--- config.mk ---
export PLATFORM = sky130hd
export DESIGN_NAME = icache_refill_ctrl
export DESIGN_NICKNAME = d
export VERILOG_FILES = /design/src/rtl/icache_refill_ctrl.sv
export SDC_FILE = /design/constraint.sdc
export NUM_CORES = 1
export LEC_CHECK = 0
export ABC_AREA = 1
export CAP_MARGIN = 10
export CORE_MARGIN = 8
export CORE_UTILIZATION = 50
export DETAILED_ROUTE_END_ITERATION = 12
export PLACE_DENSITY = 0.75
export SETUP_SLACK_MARGIN = 0.5
export SLEW_MARGIN = 20
export SYNTH_ARGS = -nofsm -noshare
export SYNTH_HDL_FRONTEND = slang
export SYNTH_SLANG_ARGS = --single-unit
--- constraint.sdc ---
create_clock -name clk -period 2.5 [get_ports clk]
set_input_delay 0.5 -clock clk [delete_from_list [all_inputs] [get_ports clk]]
set_output_delay 0.5 -clock clk [all_outputs]
set_load 0.01 [all_outputs]
--- src/rtl/icache_refill_ctrl.sv ---
// icache_refill_ctrl: sequences one L1 I-cache line refill from miss to cache write, tolerating mid-refill flushes.
module icache_refill_ctrl #(
  parameter int ADDR_W = 32,
  parameter int LINE_W = 256,
  parameter int BEAT_W = 64
) (
  input  logic              clk,
  input  logic              reset,
  input  logic              miss_i,
  input  logic [ADDR_W-1:0] missAddr_i,
  input  logic              flush_i,
  output logic              memReqValid_o,
  input  logic              memReqReady_i,
  output logic [ADDR_W-1:0] memReqAddr_o,
  input  logic              memRespValid_i,
  input  logic [BEAT_W-1:0] memRespData_i,
  output logic              wrEnable_o,
  output logic [ADDR_W-1:0] wrAddr_o,
  output logic [LINE_W-1:0] instBlock_o,
  output logic              busy_o
);
  localparam int BEATS = LINE_W / BEAT_W;
  localparam int CW = BEATS > 1 ? $clog2(BEATS) : 1;
  typedef enum logic [2:0] {IDLE, REQ, FILL, DRAIN, WRITE, HOLD} state_t;
  state_t state_q, state_d;
  logic [ADDR_W-1:0] addr_q, addr_d, wr_addr_q, wr_addr_d;
  logic [CW-1:0] cnt_q, cnt_d;
  logic [LINE_W-1:0] line_q, line_d, blk_q, blk_d;
  logic last_beat;
  always_ff @(posedge clk) begin
    if (reset) begin
      state_q   <= IDLE;
      addr_q    <= '0;
      wr_addr_q <= '0;
      cnt_q     <= '0;
      line_q    <= '0;
      blk_q     <= '0;
    end else begin
      state_q   <= state_d;
      addr_q    <= addr_d;
      wr_addr_q <= wr_addr_d;
      cnt_q     <= cnt_d;
      line_q    <= line_d;
      blk_q     <= blk_d;
    end
  end
  always_comb begin
    state_d   = state_q;
    addr_d    = addr_q;
    wr_addr_d = wr_addr_q;
    cnt_d     = cnt_q;
    line_d    = line_q;
    blk_d     = blk_q;
    last_beat = memRespValid_i && cnt_q == CW'(BEATS - 1);
    if ((state_q == FILL || state_q == DRAIN) && memRespValid_i) cnt_d = cnt_q + 1'b1;
    if (state_q == FILL && memRespValid_i) line_d[cnt_q*BEAT_W +: BEAT_W] = memRespData_i;
    case (state_q)
      IDLE: if (miss_i && !flush_i) begin
        state_d = REQ;
        addr_d  = missAddr_i & ~ADDR_W'(LINE_W / 8 - 1);
      end
      REQ: begin
        cnt_d = '0;
        if (memReqReady_i) state_d = flush_i ? DRAIN : FILL;
        else if (flush_i) state_d = IDLE;
      end
      // A complete line is architecturally valid, so it wins over a simultaneous flush.
      FILL: if (last_beat) begin
        state_d   = WRITE;
        wr_addr_d = addr_q;
        blk_d     = line_d;
      end else if (flush_i) state_d = DRAIN;
      DRAIN: if (last_beat) state_d = IDLE;
      WRITE: state_d = HOLD;
      HOLD: state_d = IDLE;
      default: state_d = IDLE;
    endcase
  end
  always_comb begin
    memReqValid_o = state_q == REQ;
    memReqAddr_o  = addr_q;
    wrEnable_o    = state_q == WRITE;
    wrAddr_o      = wr_addr_q;
    instBlock_o   = blk_q;
    busy_o        = state_q != IDLE;
  end
endmodule

Word level (Yosys, flattened, before mapping)
Index checks and enable logic that the tools add are counted.
{"block": "classes", "n_addsub": 2, "eq_ne": 9, "shifts": 2, "n_mux": 10, "reduce_logical": 12}
{"operator": "bitwise mux 256 bit", "count": 1}
{"operator": "two-way mux 256 bit", "count": 1}
{"operator": "variable shift 64 x 34 -> 256 bit, first input constant", "count": 1}
{"operator": "variable part select 64 x 34 -> 256 bit", "count": 1}
{"operator": "negation 8 -> 34 bit", "count": 1}
{"operator": "two-way mux 3 bit", "count": 6}
{"operator": "case mux 3 bit (5 select lines)", "count": 1}
{"operator": "== test 3 x 2 -> 1 bit, second input constant", "count": 2}
{"operator": "logical AND 1 bit", "count": 4}
{"operator": "!= test 2 bit, second input constant", "count": 2}
{"operator": "AND reduction 2 bit", "count": 2}
{"operator": "AND reduction 4 bit", "count": 1}
{"operator": "== test 3 x 1 -> 1 bit, second input constant", "count": 1}
{"operator": "== test 3 bit, second input constant", "count": 1}
{"operator": "zero test 3 bit", "count": 1}
{"operator": "!= test 3 x 2 -> 1 bit, second input constant", "count": 1}
{"operator": "!= test 3 bit, second input constant", "count": 1}
{"operator": "nonzero test 3 bit", "count": 1}
{"operator": "adder 2 x 1 -> 2 bit, second input constant", "count": 1}
{"operator": "== test 2 bit, second input constant", "count": 1}
{"operator": "OR reduction 2 bit", "count": 1}
{"operator": "zero test 1 bit", "count": 1}
{"operator": "logical OR 1 bit", "count": 1}
{"operator": "two-way mux 1 bit", "count": 1}
{"block": "word_totals", "ff_bits": 571, "input_bits": 102, "output_inout_bits": 323, "word_cells": 41}

Logic depth before layout (Yosys ltp)
{"block": "logic_depth", "ltp_word": 4, "ltp_mapped": 13, "ltp_nobuf": 9}

Least setup slack after synthesis
OpenSTA, ideal clock, no wires.
{"block": "synth_timing", "path_type": "reg-to-reg", "startpoint": "register cnt_q[0]", "endpoint": "register blk_q[10] (netlist: instBlock_o[10])", "setup_time_ns": 0.056, "t_arrival_ns": 2.105, "t_required_ns": 2.444, "path_slack_ns": 0.340, "stages_incl_launch_ff": 12, "path_buffers": 4, "synth_period_minus_slack_ns": 2.160, "cell_sequence": "dfxtp_1 buf_2 inv_1 buf_2 ha_1 clkbuf_1 nor2_1 clkbuf_1 nand4_1 nand3_1 nand2_1 inv_1"}
{"block": "synth_between", "elab_chain_cells": 4, "word_cells_on_any_way": 8, "classes_between": "add/sub (1); eq/ne (1); shift (2); mux (2); reduce/logical (2)"}
{"element": "from (decl)", "line": "27", "text": "logic [CW-1:0] cnt_q, cnt_d;"}
{"element": "from (signal assigned)", "line": "42", "text": "cnt_q <= cnt_d;"}
{"element": "negation 8 -> 34 bit", "line": "56", "text": "if (state_q == FILL && memRespValid_i) line_d[cnt_q*BEAT_W +: BEAT_W] = memRespData_i;"}
{"element": "variable part select 64 x 34 -> 256 bit / variable shift 64 x 34 -> 256 bit (equally long branches)", "line": "56"}
{"element": "bitwise mux 256 bit", "line": "56"}
{"element": "two-way mux 256 bit", "line": "56"}
{"element": "to (signal assigned)", "line": "44", "text": "blk_q <= blk_d;"}
{"element": "to (decl)", "line": "28", "text": "logic [LINE_W-1:0] line_q, line_d, blk_q, blk_d;"}
Several ways; a longest one is shown, not always the timed one.
A chain may end at the register's enable or synchronous reset.

Final worst setup path
{"block": "layout_timing", "startpoint": "register wr_addr_q[29] (netlist: wrAddr_o[29])", "endpoint": "output port wrAddr_o[29]"}
{"element": "from (decl)", "line": "26", "text": "logic [ADDR_W-1:0] addr_q, addr_d, wr_addr_q, wr_addr_d;"}
{"element": "from (signal assigned)", "line": "41", "text": "wr_addr_q <= wr_addr_d;"}
{"element": "to (decl)", "line": "18", "text": "output logic [ADDR_W-1:0] wrAddr_o,"}
No word-level cell between the ends.

==> flow_metrics.py <==
metrics = {
    "cells_and_area": {
        "drive_gt1_frac": 0.0564,
        "area_growth_pct": 30.3,
        "regArea_sq_um": 10200,
        "fin_cells": 3728,
        "fillers": 3621,
        "final_util": 0.662,
        "fin_nets": 3259,
        "multi_input_area_sq_um": 8640,
    },
    "global_routing": {
        "grt_max_degree": 107,
        "grt.total_usage": 0.268,
        "grt_pass1_wl_um": 104000,
        "overflow": 0,
        "antenna_found_initial": 5,
        "grt_pass1_vias": 18600,
    },
    "place": {
        "gp_congestion": 0.914,
        "place_hpwl_um": 46200,
        "numPortBuffers": 409,
        "dp_cells": 3620,
    },
    "critical_path": {
        "endpoint_kind": "output pin",
        "start_kind": "register",
        "required_ps": 2000,
        "crit_path_max_incr_delay_ps": 560,
        "path_cells": "clkdlybuf4s50_1",
        "timing.critical_path.buf_inv": 1,
        "cp.arrival_ps": 1480,
        "path_class": "register to output pin",
        "cp_top_family": "buffers and inverters",
        "r2r_slack_ps": 560,
        "worstPathMaxFanout": 2,
        "cpMaxStageDelayCell": "clkdlybuf4s50_1",
    },
    "power": {
        "leakage_nw": 13.1,
        "pwr_density_cell_nw_per_um2": 716,
        "ir_drop_mv": 0.572,
    },
    "routing": {
        "final_antenna_net_count": 0,
        "wl_met1_um": 29300,
        "firstDrtPassIters": 5,
        "highest_layer": "met4",
        "wl_per_cell_um": 18.7,
        "wl_met2_um": 31100,
        "drt-vias-per-instance": 5.36,
        "routed_wl_um": 69900,
        "drt_iter0_markers": 1584,
        "wl_met3_um": 6150,
        "drc": 0,
        "vias": 20000,
    },
    "synthesis": {
        "syn_inst": 2850,
        "ys_warn_count": 0,
        "syn_area_sq_um": 20800,
        "seq_area_frac_synth": 0.489,
        "synth-seq-cells": 507,
        "yosysUniqueCellTypes": 24,
        "synth.avg_cell_area_sq_um": 7.29,
    },
    "floorplanning": {
        "core_area_sq_um": 40900,
        "start_util": 0.508,
        "num_rows": 74,
        "die_w_um": 220,
        "die_area_sq_um": 48300,
        "num_io_pins": 425,
        "die_y_um": 220,
    },
    "clocking": {
        "clock_latency_ps": 610,
        "cts.sinks": 507,
        "h-tree-depth": 2,
        "path_clk_slew_ps": 60,
        "cts_buffer_depth": 3,
        "cts_tree": "yes",
        "postCtsHoldBufs": 0,
        "cts_buffers": 53,
        "cts_root_buf": "clkbuf_16",
    },
    "job": {
        "drv_cap": 0,
    },
    "timing": {
        "slew-limit-headroom": 0.615,
        "fmax_mhz": 506,
        "maxSlewViolCount": 0,
        "fin_crit_ps": 1980,
        "clock_skew_ps": 29.1,
        "fin_tns_setup_ps": 0,
        "final-setup-viol-count": 0,
        "rsz0062_at_grt": "yes",
        "worst_pin_slew_ps": 578,
        "fin_crit_sh": 0.791,
        "timing_hold_violations_final": 0,
    },
    "outcome": {
        "status": "finished, final reports clean",
    },
    "worst_hold_path": {
        "hold_class": "input pin to register",
    },
}
==> per-layer routing <==
| layer | vias to the layer above | global-route usage |
|---|---|---|
| met3 | 165 | 0.0524 |
| met4 | 0 | 0.133 |
| met2 | 825 | 0.409 |
| li1 | 9645 | - |
| met1 | 9338 | 0.358 |
| met5 | - | 0 |
==> through the flow <==
| step | setup WS [ps] | hold slack (ps) | area [sq um] | total power [mW] |
|---|---|---|---|---|
| 3_5_place_dp | 150 | 455 | 25300 | 11.2 |
| 3_3_place_gp | 214 | 452 | 25300 | 11.2 |
| 2_1_floorplan | 440 | 446 | 20800 | 10.1 |
| 4_1_cts | 371 | 372 | 26800 | 19.1 |
| 5_1_grt | 487 | 405 | 27100 | 20.0 |
| 6_report | 523 | 377 | 27100 | 19.4 |
==> synth_stat cells <==
cell type  number  area share
a211oi_1        1     0.00036
a21oi_1       194       0.047
buf_1           8      0.0014
buf_2          68       0.016
buf_4          15      0.0054
clkbuf_1      137       0.025
clkinv_1        2     0.00036
conb_1          1     0.00018
dfxtp_1       507        0.49
ha_1            5      0.0030
inv_1         297       0.054
inv_2           4     0.00072
nand2_1       668        0.12
nand3_1       204       0.049
nand3_2         2     0.00096
nand3b_1       12      0.0043
nand4_1        76       0.023
nor2_1        327       0.059
nor2_2          3     0.00090
nor3_1          6      0.0014
o211ai_1        1     0.00036
o21a_1        193       0.070
o21ai_0        55       0.013
o21ai_1        64       0.015
==> registers in the layout, summed over array words and instances (netlist names) <==
signal and count:
line_q 192, cnt_q 2, memReqAddr_o 27, state_q 3, instBlock_o 256, wrAddr_o 27
==> area by class of cell <==
type                       instances  area share
sequential                       507       0.375
multi-input combinational       1821       0.319
timing repair buffer             466       0.173
clock buffer                      78      0.0581
inverter                         303      0.0426
tap                              532      0.0246
clock inverter                    16     0.00647
antenna                            5    0.000462
==> placed cells by master (no fill, tap or decap), types with 7 or more instances in the layout <==
cell type,n
nand2_1,664
dfxtp_1,504
nor2_1,321
inv_1,291
dlygate4sd2_1,263
nand3_1,199
a21oi_1,194
o21a_1,193
clkdlybuf4s50_1,120
nand4_1,76
o21ai_1,62
clkbuf_16,59
o21ai_0,55
buf_12,25
dlymetal6s2s_1,22
buf_4,20
nand3b_1,12
clkbuf_8,12
clkbuf_1,12
conb_1,10
nand3_2,7
clkinv_2,7
buf_6,7
==> timing repair <==
| item | CTS | global route |
|---|---|---|
| gates resized for setup | 290 | 45 |
| pin swaps | 1 | 5 |
| endpoints found under the setup margin | 446 | 343 |
| buffers inserted | 2 | 2 |
| gates cloned | 0 | 5 |
==> worst paths after layout <==
path,start,end,depth (start not counted)
worst max register to register,cnt_q[0]$_SDFFE_PP0P_,instBlock_o[50]$_SDFFE_PP0P_,10
worst min-delay path,reset,instBlock_o[70]$_SDFFE_PP0P_,5
worst max-delay path,wrAddr_o[29]$_SDFFE_PP0P_,wrAddr_o[29],1
worst min register to register,instBlock_o[220]$_SDFFE_PP0P_,instBlock_o[220]$_SDFFE_PP0P_,2
==> where the power goes <==
part / switching (mW) / internal [mW]
combinational: 2.07 / 0.939
sequential: 0.136 / 8.32
clock: 3.27 / 4.65
==> logic make-up (layout without fill, tap and decap cells) <==
| kind of cell | Yosys count | in the layout | synth area share |
|---|---|---|---|
| compound gates | 508 | 508 | 0.146 |
| fa+ha+maj | 5 | 5 | 0.00301 |
| buf+inv | 531 | 863 | 0.103 |
| flops | 507 | 507 | 0.489 |
| other cells | 1 | 15 | 0.000181 |
| simple gates | 1298 | 1298 | 0.260 |
(Power assumes the default switching activity.)
